$ cat src/rtl/sweep_sequencer.sv
// Burst slot scheduler for the AD9914 strobes: each slot opens with an update or
// pre-trigger strobe, waits a lead-in, fires trig_1, then idles out to the slot length.
module sweep_sequencer #(
   parameter int UPD_W = 4
) (
   input  logic        clk,
   input  logic        rst,
   input  logic        start,
   input  logic        stop,
   input  logic [31:0] pri,
   input  logic [15:0] pre_lead,
   input  logic [31:0] trig_len,
   input  logic [15:0] n_pulses,
   input  logic [7:0]  ct_div,
   output logic        ad9914_update_1,
   output logic        ad9914_pre_trig_1,
   output logic        ad9914_update_2,
   output logic        ad9914_trig_1,
   output logic        busy,
   output logic        done,
   output logic        cfg_err,
   output logic [15:0] pulse_idx
);

   typedef enum logic [1:0] {IDLE, LEAD, TRIG, TAIL} state_t;

   state_t      r_state;
   logic [31:0] r_sc;
   logic [7:0]  r_ct;
   logic        r_first;
   logic        r_stop_pend;
   logic [31:0] r_lead_end;
   logic [31:0] r_trig_end;
   logic [31:0] r_pri_end;
   logic [15:0] r_n_last;
   logic        r_n_cont;
   logic [7:0]  r_ct_div;

   state_t      w_state_next;
   logic [31:0] w_sc_next;
   logic [15:0] w_pidx_next;
   logic [7:0]  w_ct_next;
   logic        w_first_next;
   logic        w_stop_pend_next;
   logic        w_done_next;
   logic        w_cfg_err_next;
   logic        w_load;
   logic        w_cfg_ok;
   logic        w_last_slot;
   logic [7:0]  w_ct_div_next;
   logic        w_strobe;

   // Widened so a huge pre_lead + trig_len cannot wrap past pri.
   assign w_cfg_ok = ({16'd0, pre_lead} >= 32'(UPD_W)) && (trig_len != 32'd0) &&
                     ({2'b00, pri} >= ({18'd0, pre_lead} + {2'b00, trig_len} + 34'd1));

   assign w_last_slot = r_stop_pend || stop || (!r_n_cont && (pulse_idx == r_n_last));

   always_comb begin
      w_state_next     = r_state;
      w_sc_next        = r_sc;
      w_pidx_next      = pulse_idx;
      w_ct_next        = r_ct;
      w_first_next     = r_first;
      w_stop_pend_next = r_stop_pend;
      w_done_next      = 1'b0;
      w_cfg_err_next   = cfg_err;
      w_load           = 1'b0;
      case (r_state)
         IDLE: begin
            if (start) begin
               if (w_cfg_ok) begin
                  w_load           = 1'b1;
                  w_state_next     = LEAD;
                  w_sc_next        = 32'd0;
                  w_pidx_next      = 16'd0;
                  w_ct_next        = 8'd0;
                  w_first_next     = 1'b1;
                  w_stop_pend_next = 1'b0;
                  w_cfg_err_next   = 1'b0;
               end else begin
                  w_cfg_err_next = 1'b1;
               end
            end
         end
         default: begin
            if (stop) w_stop_pend_next = 1'b1;
            w_sc_next = r_sc + 32'd1;
            case (r_state)
               LEAD: if (r_sc == r_lead_end) w_state_next = TRIG;
               TRIG: if (r_sc == r_trig_end) w_state_next = TAIL;
               TAIL: begin
                  if (r_sc == r_pri_end) begin
                     w_pidx_next  = pulse_idx + 16'd1;
                     w_ct_next    = ((r_ct_div == 8'd0) || (r_ct == r_ct_div - 8'd1)) ?
                                    8'd0 : r_ct + 8'd1;
                     w_first_next = 1'b0;
                     w_sc_next    = 32'd0;
                     if (w_last_slot) begin
                        w_state_next = IDLE;
                        w_done_next  = 1'b1;
                     end else begin
                        w_state_next = LEAD;
                     end
                  end
               end
               default: w_state_next = IDLE;
            endcase
         end
      endcase
   end

   // Outputs are decoded from next-state values so they line up with the slot counter.
   assign w_ct_div_next = w_load ? ct_div : r_ct_div;
   assign w_strobe      = (w_state_next != IDLE) && (w_sc_next < 32'(UPD_W));

   always_ff @(posedge clk or negedge rst) begin
      if (!rst) begin
         r_state           <= IDLE;
         r_sc              <= 32'd0;
         r_ct              <= 8'd0;
         r_first           <= 1'b0;
         r_stop_pend       <= 1'b0;
         r_lead_end        <= 32'd0;
         r_trig_end        <= 32'd0;
         r_pri_end         <= 32'd0;
         r_n_last          <= 16'd0;
         r_n_cont          <= 1'b0;
         r_ct_div          <= 8'd0;
         pulse_idx         <= 16'd0;
         cfg_err           <= 1'b0;
         busy              <= 1'b0;
         done              <= 1'b0;
         ad9914_update_1   <= 1'b0;
         ad9914_pre_trig_1 <= 1'b0;
         ad9914_update_2   <= 1'b0;
         ad9914_trig_1     <= 1'b0;
      end else begin
         r_state     <= w_state_next;
         r_sc        <= w_sc_next;
         r_ct        <= w_ct_next;
         r_first     <= w_first_next;
         r_stop_pend <= w_stop_pend_next;
         pulse_idx   <= w_pidx_next;
         cfg_err     <= w_cfg_err_next;
         if (w_load) begin
            r_lead_end <= {16'd0, pre_lead} - 32'd1;
            r_trig_end <= {16'd0, pre_lead} + trig_len - 32'd1;
            r_pri_end  <= pri - 32'd1;
            r_n_last   <= n_pulses - 16'd1;
            r_n_cont   <= (n_pulses == 16'd0);
            r_ct_div   <= ct_div;
         end
         busy              <= (w_state_next != IDLE);
         done              <= w_done_next;
         ad9914_update_1   <= w_strobe && w_first_next;
         ad9914_pre_trig_1 <= w_strobe && !w_first_next;
         ad9914_update_2   <= w_strobe && (w_ct_div_next != 8'd0) && (w_ct_next == 8'd0);
         ad9914_trig_1     <= (w_state_next == TRIG);
      end
   end

endmodule

$ cat config.mk
export PLATFORM = sky130hd
export DESIGN_NAME = sweep_sequencer
export DESIGN_NICKNAME = d
export VERILOG_FILES = /design/src/rtl/sweep_sequencer.sv
export SDC_FILE = /design/constraint.sdc
export NUM_CORES = 1
export LEC_CHECK = 0
export BUFFER_PORTS_ARGS = -buffer_cell sky130_fd_sc_hd__buf_2
export CAP_MARGIN = 10
export CORE_MARGIN = 5
export CORE_UTILIZATION = 30
export CTS_BUF_LIST = sky130_fd_sc_hd__clkbuf_16
export DETAILED_ROUTE_END_ITERATION = 8
export GPL_TIMING_DRIVEN = 1
export PLACE_DENSITY = 0.47
export RECOVER_POWER = 50
export SLEW_MARGIN = 20
export SYNTH_ARGS = -nofsm -noshare
export SYNTH_HDL_FRONTEND = slang
export SYNTH_SLANG_ARGS = --single-unit
$ cat constraint.sdc
create_clock -name clk -period 4.3 [get_ports clk]
set_input_delay 0.86 -clock clk [delete_from_list [all_inputs] [get_ports clk]]
set_output_delay 0.86 -clock clk [all_outputs]
set_load 0.005 [all_outputs]
; Yosys cells after proc, flatten, opt, wreduce, memory -nomap -nowiden
; Cells that the tools add are included.
[word_totals]
regBits = 188
latchBits = 0
ram_bits = 0
rom_bits = 0
in_bits = 108
wordCells = 112
n_memories = 0
[classes]
addsub = 11
n_mul = 0
div = 0
n_lt_le_gt_ge = 3
eq_ne = 11
shift = 0
mux = 42
n_bitwise = 0
n_reduce_logical = 26
[op_table]
columns = op, n
row1 = 2-to-1 mux 32 bit, 5
row2 = == test 32 bit, 3
row3 = 2-to-1 mux 16 bit, 5
row4 = "subtractor 32 x 1 -> 32 bit, second input constant", 2
row5 = 2-to-1 mux 8 bit, 7
row6 = "adder 33 x 1 -> 34 bit, second input constant", 1
row7 = >= comparator 32 x 34 -> 1 bit, 1
row8 = adder 16 x 32 -> 33 bit, 1
row9 = adder 16 x 32 -> 32 bit, 1
row10 = "adder 32 x 1 -> 32 bit, second input constant", 1
row11 = "less-than comparator 32 x 3 -> 1 bit, second input constant", 1
row12 = nonzero test 32 bit, 1
row13 = 2-to-1 mux 1 bit, 18
row14 = "subtractor 16 x 1 -> 17 bit, second input constant", 1
row15 = "adder 16 x 1 -> 16 bit, second input constant", 1
row16 = == test 16 bit, 1
row17 = ">= comparator 16 x 3 -> 1 bit, second input constant", 1
row18 = zero test 16 bit, 1
row19 = zero test 8 bit, 2
row20 = "subtractor 16 x 1 -> 16 bit, second input constant", 1
row21 = 2-to-1 mux 2 bit, 6
row22 = "adder 8 x 1 -> 8 bit, second input constant", 1
row23 = == test 8 bit, 1
row24 = logical AND 1 bit, 8
row25 = other kinds (13), 22

; Logic depth before layout (Yosys ltp)
; Gate-level depths: netlist (run 1).
[depth]
word_depth = 11
ltp_mapped = 26
ltp_nobuf = 23

; Least setup slack after synthesis (run 1)
; Ideal clock, no wire load.
[synth_path]
path_type = input port to flip-flop
from = input port pre_lead[1]
to = register ad9914_update_2
arrival_ns = 5.387
required_time_ns = 4.220
path_slack_ns = -1.167
cell_stages = 24
path_buffers = 2
cell_sequence = inv_1 > ha_1 > nor2b_1 > o21ai_0 > a21oi_1 > o211ai_1 > a31oi_1 > a211oi_1 > o21ai_0 > and2_1 > clkbuf_1 > xnor2_1 > ha_1 > nand4_1 > nor4_1 > o31ai_1 > o21ai_0 > o211a_1 > o211ai_1 > clkbuf_1 > o21ai_0 > nand2_1 > or4b_1 > nor3_2
[synth_via]
elab_chain_len = 11
[synth_rtl]
columns = item, line_no
row1 = from (decl), 11  ; input logic [15:0] pre_lead,
row2 = adder 16 x 32 -> 33 bit, 55  ; ({2'b00, pri} >= ({18'd0, pre_lead} + {2'b00, trig_len} + 34'd1));
row3 = adder 33 x 1 -> 34 bit, 55
row4 = >= comparator 32 x 34 -> 1 bit, 55
row5 = logical AND 1 bit *, 54  ; assign w_cfg_ok = ({16'd0, pre_lead} >= 32'(UPD_W)) && (trig_len != 32'd0) &&
row6 = "2-to-1 mux 32 bit, or another cell as far along", 72  ; if (w_cfg_ok) begin
row7 = "2-to-1 mux 32 bit, or another cell as far along", 71  ; if (start) begin
row8 = "2-to-1 mux 32 bit, or another cell as far along", 69  ; case (r_state)
row9 = "less-than comparator 32 x 3 -> 1 bit, or another cell as far along", 115  ; assign w_strobe = (w_state_next != IDLE) && (w_sc_next < 32'(UPD_W));
row10 = logical AND 1 bit / nonzero test 8 bit (equally long branches), "115, 158"
row11 = logical AND 1 bit, 158  ; ad9914_update_2 <= w_strobe && (w_ct_div_next != 8'd0) && (w_ct_next == 8'd0);
row12 = logical AND 1 bit *, 158
row13 = to (signal assigned), 158
row14 = to (decl), 17  ; output logic ad9914_update_2,
; Mark *: on every way between the ends. The rest lies on a longest branch, timed or not.
; A chain may end at the register's enable or synchronous reset.

; Final worst setup path (run 1)
[layout_path]
from = input port trig_len[1]
to = register ad9914_update_2
[layout_via]
elab_chain_len = 11
[layout_rtl]
columns = item, line_no
row1 = from (decl), 12  ; input logic [31:0] trig_len,
row2 = adder 16 x 32 -> 33 bit, 55
row3 = adder 33 x 1 -> 34 bit, 55
row4 = >= comparator 32 x 34 -> 1 bit, 55
row5 = logical AND 1 bit *, 54
row6 = 2-to-1 mux 2 bit *, 72
row7 = 2-to-1 mux 2 bit *, 71
row8 = 2-to-1 mux 2 bit *, 69
row9 = named net w_state_next[1], 39  ; state_t w_state_next;
row10 = nonzero test 2 bit *, 115
row11 = logical AND 1 bit *, 115
row12 = logical AND 1 bit * (2 in series), 158
; Mark *: on every way through the listed nets, which the timed path passes. The rest lies on a longest branch.

==> qor.yml, run 1 <==
logic_synthesis:
  ys.flop_type: "dfrtp_1"
  synthesis.area_um2: 14070
  synth_nets: 1944
  ys_async_sr_fraction_pct: 100.0
  yosysSeqAreaShare_pct: 30.76
  synth_top_cell_by_area: "dfrtp_1"
  synth_top_area_share_pct: 30.76
  synthTopCellsByCount: "202 x nand2_1, 173 x dfrtp_1, 149 x o21ai_0"
  ys_ff_latch: 173
  synth.most_common_cell: "nand2_1"
  syn_inst: 1705
  synth_edf_count: 0
  synth_cell_types: 73
  yosysWarnings: 0
  syn_area_per_cell_um2: 8.254
  synth_area_leaders: "dfrtp_1 31%, ha_1 11%, xnor2_1 8.3%, xor2_1 6.0%, nand2_1 5.4%"
clock_network:
  insertion_delay_ps: 460
  cts_hold_buf: 0
  cts_buffer_depth: 2
  cts-root-buf: "clkbuf_16"
  cts-htree-levels: 4
  numCtsBuffers: 17
  path_clk_slew_ps: 70
  cts_sinks: 173
  cts_tree: "done"
power:
  pwr-share-comb_pct: 50.5
  share_seq_of_total_power_pct: 32.4
  clkPwrFrac_pct: 17.1
  swShare_pct: 42.19
  powerDensity_nw_per_um2: 450.2
  p_int_mw: 5.150
  power_leakage_nw: 9.280
  power_mw: 8.909
  p_sw_mw: 3.759
  max-vdd-ir-drop_mv: 0.3353
timing:
  tightest_slew_ps: 2770
  fin_crit_sh_pct: 117.1
  hold_viol: 0
  fin_ws_ps: -734.4
  fin_skew_ps: 11.79
  slew_viol_final: 100
  fin_setup_tns_ps: -63350
  max_slew_margin_pct: -84.69
  rsz0062_at_grt: "yes"
  setup_violations: 165
  fmax_mhz: 198.6
  fin_crit_ps: 5034
routing:
  viasPerCell: 5.080
  ant_nets: 0
  wl_per_cell_um: 19.61
  route.detailed.drc: 0
  drt_iter0_markers: 1009
  vias: 13747
  routed_wl_um: 53050
  first_pass_iters: 5
layout:
  n_fill_cell: 4590
  multi_input_area_um2: 9894
  diodes: 0
  final_area_um2: 19790
  syn2layout_area_growth_pct: 40.63
  seq_area_um2: 4329
  final_util_pct: 42.60
  drive_gt1_share_pct: 29.44
  nets: 2325
place:
  dp_hpwl_um: 40470
  place_congestion: 0.9533
  numPortBuffers: 130
  placed_area_um2: 17140
global_route:
  overflow: 0
  grt_pass1_wl_um: 79290
  track_usage_pct: 20.00
  antenna_found_initial: 0
  grt_pass1_vias: 13587
  grt_max_degree: 100
setup_path:
  cp_max_fo: 7
  required_ps: 4690
  cp-end-kind: "register"
  start_kind: "primary input"
  cp.arrival_ps: 5420
  path_class: "in -> reg"
floorplan:
  die_w_um: 226.6
  rows: 79
  ios: 131
  die_area_um2: 51340
  core_um2: 46460
  die_y_um: 226.6
  initial_core_util_pct: 30.29
job:
  max_cap_viol_count: 1
run_status:
  violations: "capacitance limit, slew limit, setup timing"
  status: "finished with violations"
worst_hold_path:
  min_path_type: "reg -> reg"
-- final timing paths --
path                                                start                         end  slack (ps)  depth (start not counted)
worst min register to register  r_lead_end[6]$_DFFE_PN0P_   r_lead_end[6]$_DFFE_PN0P_         490                          2
worst min-delay path            r_lead_end[6]$_DFFE_PN0P_   r_lead_end[6]$_DFFE_PN0P_         490                          2
min in group asynchronous                             rst  r_trig_end[25]$_DFFE_PN0P_        1250                          1
worst max register to register         r_sc[29]$_DFF_PN0_   ad9914_update_2$_DFF_PN0_         530                         11
worst max-delay path                          trig_len[1]   ad9914_update_2$_DFF_PN0_        -730                         27
max in group asynchronous                             rst   r_pri_end[20]$_DFFE_PN0P_         820                          2
-- worst max-delay path: stages --
cell and delay (ps):
buf_12 90, inv_12 30, ha_4 250, nor2b_4 130, o21ai_2 70, a21oi_2 140
o211ai_1 90, buf_4 160, a31oi_4 210, a211oi_4 100, o21ai_2 180, nor3b_2 190
buf_4 170, nand2_4 50, xnor2_2 130, ha_1 310, a21oi_2 170, o21ai_2 90
nor3_2 200, o21ai_2 100, o211a_4 300, buf_6 130, o21a_4 220, a221oi_2 200
or2_1 150, or4b_4 500, nor3_4 180
-- repair_timing --
item	4_1_cts	5_1_grt
endpoints found under the setup margin	172	172
cloned	12	18
setup buffers	22	36
gates resized for setup	146	171
pin swaps	46	55
-- cell usage in the layout, fill, tap and decap left out, types with 35 or more instances in the layout --
cell type / netlist / final
xnor2_1: 134 / 131
buf_2: 20 / 127
dfrtp_1: 173 / 173
a21oi_1: 73 / 60
xor2_1: 97 / 97
buf_4: 3 / 227
o21ai_1: 2 / 82
nor2_1: 119 / 104
inv_1: 113 / 109
nor4_1: 37 / 35
ha_1: 129 / 124
nand3_1: 41 / 35
o21ai_0: 149 / 45
nand2_1: 202 / 187
-- routing by layer --
| metal | wire length (µm) | track usage (%) | share of wire (%) |
|---|---|---|---|
| met3 | 2442 | 2.874 | 4.6 |
| met4 | 1485 | 6.326 | 2.8 |
| met2 | 25260 | 32.91 | 48 |
| met5 | 0 | 0 | 0 |
| met1 | 23860 | 27.28 | 45 |
-- metrics by stage --
step                setup WS [ps]  hold slack, ps  std cells
detailed placement          -1586           478.7       2594
global route               -919.7           523.1       2706
CTS                        -795.4           497.0       2660
finish                     -734.4           494.5       2706
floorplan                  -770.1           444.3       1705
global placement            -1480           480.9       2594
-- logic make-up after synthesis --
kind of cell	count (synthesis)	synth area share (%)
AOI/OAI and AO/OA	371	16.09
xor gates and xnor gates	231	14.38
adders and majority gates	131	11.75
buffers and inverters	186	5.219
DFF	173	30.76
muxes	3	0.2311
and+or+nand+nor	610	21.57
-- cell type report --
cell class	instances	area share (%)
tap	607	3.837
inverter	113	2.244
clock buffer	17	2.149
clock inverter	15	0.6828
multi-input combinational	1346	49.99
timing repair buffer	435	19.22
sequential	173	21.87
-- power groups by stage --
stage,Combinational (mW),Sequential (mW),Clock [mW]
after floorplan,2.44,2.60,0
after global placement,3.60,2.88,0
after detailed placement,3.64,2.89,0
after CTS,4.06,2.87,1.54
after global routing,4.93,2.95,1.61
final,4.50,2.89,1.52
-- state kept, by name, summed over array words and instances, names as in the netlist, 2 cells and up --
signal,cells
pulse_idx,16
r_state,2
r_sc,32
r_lead_end,17
r_n_last,16
r_pri_end,32
r_ct,8
r_ct_div,8
r_trig_end,32
(Power assumes the default switching activity.)
==> inputs of run 2 (changes only) <==
Settings changed: CORE_MARGIN 5 to default.
Clock period 4.3 ns to 6.5 ns, I/O delays scaled along.
==> qor.yml, run 2 (synthesized netlist as in run 1, its figures left out) <==
setup_path:
  required_ps: 6860  # +2170 ps
  r2r_cells: 10  # -1
  critPathMaxStageDelay_ps: 570  # +70 ps
  cp_top_family: "compound AO/OA/AOI/OAI gates"
  cp.arrival_ps: 6510  # +1090 ps
  cp-end-kind: "register"
  path_class: "in -> reg"
  crit_buf_inv: 4  # -1
  critical_path_depth: 25  # -7.4%
  start_kind: "primary input"
  critPathSlowestCell: "or4b_1"
  critical_path.most_common_cell: "o21ai_0"
  ff2ff_setup_slack_ps: 1650  # +1120 ps
  cp_max_fo: 14  # +7
clock_network:
  post_cts_buffers: 0  # -100%
  path_clk_slew_ps: 70  # about the same
  cts_tree: "done"
  cts-htree-levels: 4  # unchanged
  cts-root-buf: "clkbuf_16"
  cts_sinks: 173  # unchanged
  post_cts_resized: 0  # -100%
  cts_hold_buf: 0  # unchanged
  insertion_delay_ps: 450  # about the same
  cts_buffer_depth: 2  # unchanged
  numCtsBuffers: 17  # unchanged
routing:
  dr_wl_met2_um: 22310  # -12%
  met1Wirelength_um: 22560  # -5.4%
  top_layer_used: "met4"
  first_pass_iters: 5  # unchanged
  routed_wl_um: 47100  # -11%
  ant_nets: 0  # unchanged
  route.detailed.drc: 0  # unchanged
  met3_length_um: 1583  # -35%
  vias: 12537  # -8.8%
  wl_per_cell_um: 19.21  # -2.0%
  viasPerCell: 5.113  # +0.65%
  drt_iter0_markers: 661  # -34%
power:
  power_leakage_nw: 7.474  # -19%
  powerDensity_nw_per_um2: 315.7  # -30%
  power_mw: 5.144  # -42%
  max-vdd-ir-drop_mv: 0.2011  # -40%
timing:
  setup_violations: 0  # -100%
  fin_crit_sh_pct: 94.58
  hold_viol: 0  # unchanged
  fin_skew_ps: 11.97  # +0.1765 ps
  max_slew_margin_pct: -142.7  # -58 points
  fin_crit_ps: 6148
  tightest_slew_ps: 3641  # +870.7 ps
  fin_ws_ps: 352.2  # +1087 ps
  slew_viol_final: 127  # +27%
  rsz0062_at_grt: "no"
  fmax_mhz: 162.7
layout:
  top_regs: "r_pri_end (32), r_sc (32), r_trig_end (32)"
  mostFrequentLayoutCells: "202 x nand2_1, 173 x dfrtp_1, 147 x o21ai_0, 134 x xnor2_1, 129 x ha_1"
  final_util_pct: 35.52  # -7.1 points
  diodes: 0  # unchanged
  instances_no_fill: 2452  # -9.4%
  layout_commonest_cell: "nand2_1"
  nets: 2078  # -11%
  drive_gt1_share_pct: 12.74  # -17 points
  syn2layout_area_growth_pct: 15.75
floorplan:
  die_w_um: 218.6  # -3.5%
  die_y_um: 218.6  # -3.5%
  initial_core_util_pct: 30.68  # +0.39 points
  ios: 131  # unchanged
  rows: 78  # -1.3%
  core_um2: 45870  # -1.3%
  die_area_um2: 47780  # -6.9%
global_route:
  grt_pass1_vias: 12295  # -9.5%
  track_usage_pct: 19.95  # -0.053 points
  overflow: 0  # unchanged
  grt_max_degree: 65  # -35%
  antenna_found_initial: 0  # unchanged
  grt_pass1_wl_um: 72390  # -8.7%
place:
  numPortBuffers: 130  # unchanged
  place_congestion: 0.8629  # -9.5%
  dp.cells: 2420  # -6.7%
  pre_cts_ws_ps: -255.6  # +1331 ps
  dp_hpwl_um: 38130  # -5.8%
worst_hold_path:
  min_path_type: "reg -> reg"
  min_path_cells: 2  # unchanged
run_status:
  violations: "capacitance limit, slew limit"
  status: "finished with violations"
job:
  max_cap_viol_count: 2  # +1
## run 2: cell types whose count changed in the layout (fill, tap and decap cells not counted), moves of 11 or more
cell,previous run,this run
buf_4,227,51
o21ai_0,45,147
o21ai_1,82,3
buf_6,26,0
o21ai_2,19,0
clkbuf_16,33,17
nand2_1,187,202
nor2_1,104,119
a21oi_1,60,73
a21oi_2,11,0
buf_12,16,5
buf_8,11,0
nor2_4,12,1
## run 2: through the flow
stage	area, µm²	hold slack (ps)	TNS, ps
finish	16290	500.7	0
global route	16290	525.8	0
CTS	16280	505.6	0
detailed placement	15690	490.4	-1787
global placement	15690	482.2	-249.5
floorplan	14070	444.3	0
## run 2: cell type report
type	count	area (µm²)
clock buffers	17	425.4
clock inverters	15	170.2
fillers	4817	29580
inverters	113	424.2
multi-input cells	1346	9057
flip-flops and latches	173	4329
well taps	600	750.7
repair buffers	188	1134
## run 2: worst min-delay path: cells and delay by family, from the launching register on
family,cells,cell delay (ps)
compound gates,1,60
flops,1,350
simple gates,1,50
## run 2: layer usage
layer  vias to the layer above  track usage (%)
li1                       6195                -
met2                       252            33.38
met4                         0            4.569
met3                        30            2.102
met5                         -                0
met1                      6060            27.40
## run 2: worst paths after layout
path                                            from                          end
max                                      pre_lead[1]  ad9914_pre_trig_1$_DFF_PN0_
min                        r_lead_end[7]$_DFFE_PN0P_    r_lead_end[7]$_DFFE_PN0P_
max reg2reg                       r_sc[12]$_DFF_PN0_    ad9914_update_2$_DFF_PN0_
min reg2reg                r_lead_end[7]$_DFFE_PN0P_    r_lead_end[7]$_DFFE_PN0P_
max in group asynchronous                        rst   r_trig_end[21]$_DFFE_PN0P_
min in group asynchronous                        rst    r_pri_end[22]$_DFFE_PN0P_
## run 2: power by group
| group | internal (mW) | switching, mW |
|---|---|---|
| registers | 1.46 | 0.460 |
| clock network | 0.605 | 0.472 |
| logic | 0.935 | 1.21 |
==> inputs of run 3 (changes only) <==
Clock period 6.5 ns to 6.9 ns, I/O delays scaled along.
==> qor.yml, run 3 (synthesized netlist as in run 1, its figures left out) <==
place:
  dp.cells: 2386  # -1.4%
  dp_hpwl_um: 37600  # -1.4%
  numPortBuffers: 130  # unchanged
  place_congestion: 0.9096  # +5.4%
  placed_area_um2: 15450  # -1.5%
power:
  powerDensity_nw_per_um2: 293.7  # -7.0%
  p_sw_mw: 1.984  # -7.5%
  max-vdd-ir-drop_mv: 0.1936  # -3.7%
  pwr-share-comb_pct: 41.5  # -0.2 points
  share_seq_of_total_power_pct: 38.2  # +0.9 points
  power_leakage_nw: 7.300  # -2.3%
  p_int_mw: 2.718  # -9.4%
  swShare_pct: 42.19  # +0.51 points
  clkPwrFrac_pct: 20.3  # -0.6 points
routing:
  drt_iter0_markers: 749  # +13%
  route.detailed.drc: 0  # unchanged
  ant_nets: 0  # unchanged
  vias: 12363  # -1.4%
  routed_wl_um: 46460  # -1.4%
  first_pass_iters: 5  # unchanged
  wl_per_cell_um: 19.20  # about the same
  viasPerCell: 5.111  # about the same
floorplan:
  die_w_um: 218.6  # unchanged
  initial_core_util_pct: 30.68  # unchanged
  rows: 78  # unchanged
  ios: 131  # unchanged
  die_y_um: 218.6  # unchanged
  die_area_um2: 47780  # unchanged
  core_um2: 45870  # unchanged
clock_network:
  cts_tree: "done"
  cts_sinks: 173  # unchanged
  numCtsBuffers: 17  # unchanged
  cts-root-buf: "clkbuf_16"
  path_clk_slew_ps: 70  # about the same
  post_cts_buffers: 0  # unchanged
  post_cts_resized: 0  # unchanged
  insertion_delay_ps: 450  # about the same
  cts_buffer_depth: 2  # unchanged
  cts_hold_buf: 0  # unchanged
  cts-htree-levels: 4  # unchanged
global_route:
  grt_pass1_vias: 12020  # -2.2%
  antenna_found_initial: 0  # unchanged
  track_usage_pct: 19.65  # -0.30 points
  overflow: 0  # unchanged
  grt_max_degree: 106  # +63%
  grt_pass1_wl_um: 71030  # -1.9%
timing:
  rsz0062_at_grt: "no"
  setup_violations: 0  # unchanged
  fin_crit_ps: 6352
  fmax_mhz: 157.4
  fin_setup_tns_ps: 0  # unchanged
  hold_viol: 0  # unchanged
  fin_crit_sh_pct: 92.05
  fin_skew_ps: 9.725  # -2.244 ps
  slew_viol_final: 152  # +20%
  tightest_slew_ps: 3825  # +184.1 ps
  max_slew_margin_pct: -155.0  # -12 points
setup_path:
  cp.arrival_ps: 6710  # +200 ps
  r2r_cells: 10  # unchanged
  path_class: "in -> reg"
  required_ps: 7260  # +400 ps
  ff2ff_setup_slack_ps: 2490  # +840 ps
  timing.rr.end: "ad9914_update_2$_DFF_PN0_"
  start_kind: "primary input"
  cp-startpoint: "pre_lead[1]"
  crit_path_end: "ad9914_update_1$_DFF_PN0_"
  r2r-start: "r_sc[12]$_DFF_PN0_"
  cp_max_fo: 13  # -1
  cp-end-kind: "register"
layout:
  nets: 2044  # -1.6%
  instances_no_fill: 2419  # -1.3%
  mostFrequentLayoutCells: "202 x nand2_1, 173 x dfrtp_1, 148 x o21ai_0, 134 x xnor2_1, 129 x ha_1"
  drive_gt1_share_pct: 11.28  # -1.5 points
  top_regs: "r_pri_end (32), r_sc (32), r_trig_end (32)"
  syn2layout_area_growth_pct: 13.76
  layout_commonest_cell: "nand2_1"
  final_area_um2: 16010  # -1.7%
run_status:
  violations: "capacitance limit, slew limit"
  status: "finished with violations"
job:
  max_cap_viol_count: 1  # -1
worst_hold_path:
  hp-start: "r_lead_end[12]$_DFFE_PN0P_"
  min_path_type: "reg -> reg"
-- run 3: routing by layer --
metal / part of all wire [%] / global-route usage, %
met1: 49 / 27.13
met2: 47 / 32.17
met3: 2.5 / 2.116
met4: 1.9 / 5.571
met5: 0 / 0
-- run 3: worst max-delay path, stage by stage --
cell and delay (ps):
buf_2 110, inv_1 50, ha_1 290, nor2b_1 130
o21ai_0 200, a21oi_1 150, o211ai_1 300, a31oi_2 200
a211oi_2 310, o21ai_0 200, and2_1 280, xnor2_1 160
ha_1 320, nand4_1 140, nor4_2 370, o31ai_1 120
o21ai_0 120, o211a_2 340, o211ai_1 150, buf_4 200
o22ai_1 240, o2111ai_1 160, or4b_1 550, nor3_1 230
-- run 3: worst min path at each step --
stage,slack (ps),cells after the start,to
after floorplan,440,2,r_n_cont$_DFFE_PN0P_
after global placement,480,2,r_lead_end[7]$_DFFE_PN0P_
after detailed placement,490,2,r_lead_end[12]$_DFFE_PN0P_
after CTS,510,2,r_lead_end[12]$_DFFE_PN0P_
after global routing,530,2,r_n_last[11]$_DFFE_PN0P_
final,500,2,r_lead_end[12]$_DFFE_PN0P_
-- run 3: final cells by class --
cell class	count	area (µm²)
fill	4852	29860
multi-input combinational	1346	9052
sequential	173	4329
timing repair buffer	154	884.6
tap	600	750.7
clock buffer	17	425.4
inverter	113	424.2
clock inverter	15	141.4
antenna	1	2.502
-- run 3: power groups by stage --
stage / logic, mW / clock network [mW] / registers, mW
CTS: 1.97 / 0.984 / 1.80
finish: 1.95 / 0.954 / 1.80
detailed placement: 1.97 / 0 / 1.82
global placement: 1.94 / 0 / 1.81
global route: 2.19 / 1.03 / 1.84
floorplan: 1.41 / 0 / 1.62
-- run 3: stage by stage --
step / hold slack [ps] / setup WS (ps) / util (%) / total power, mW
6_report: 499.7 / 548.5 / 34.90 / 4.702
5_1_grt: 526.4 / 46.30 / 34.90 / 5.060
2_1_floorplan: 444.3 / 912.9 / - / 3.031
3_3_place_gp: 480.3 / 100.9 / 33.67 / 3.758
4_1_cts: 505.3 / 330.8 / 34.91 / 4.756
3_5_place_dp: 489.4 / -159.8 / 33.67 / 3.781
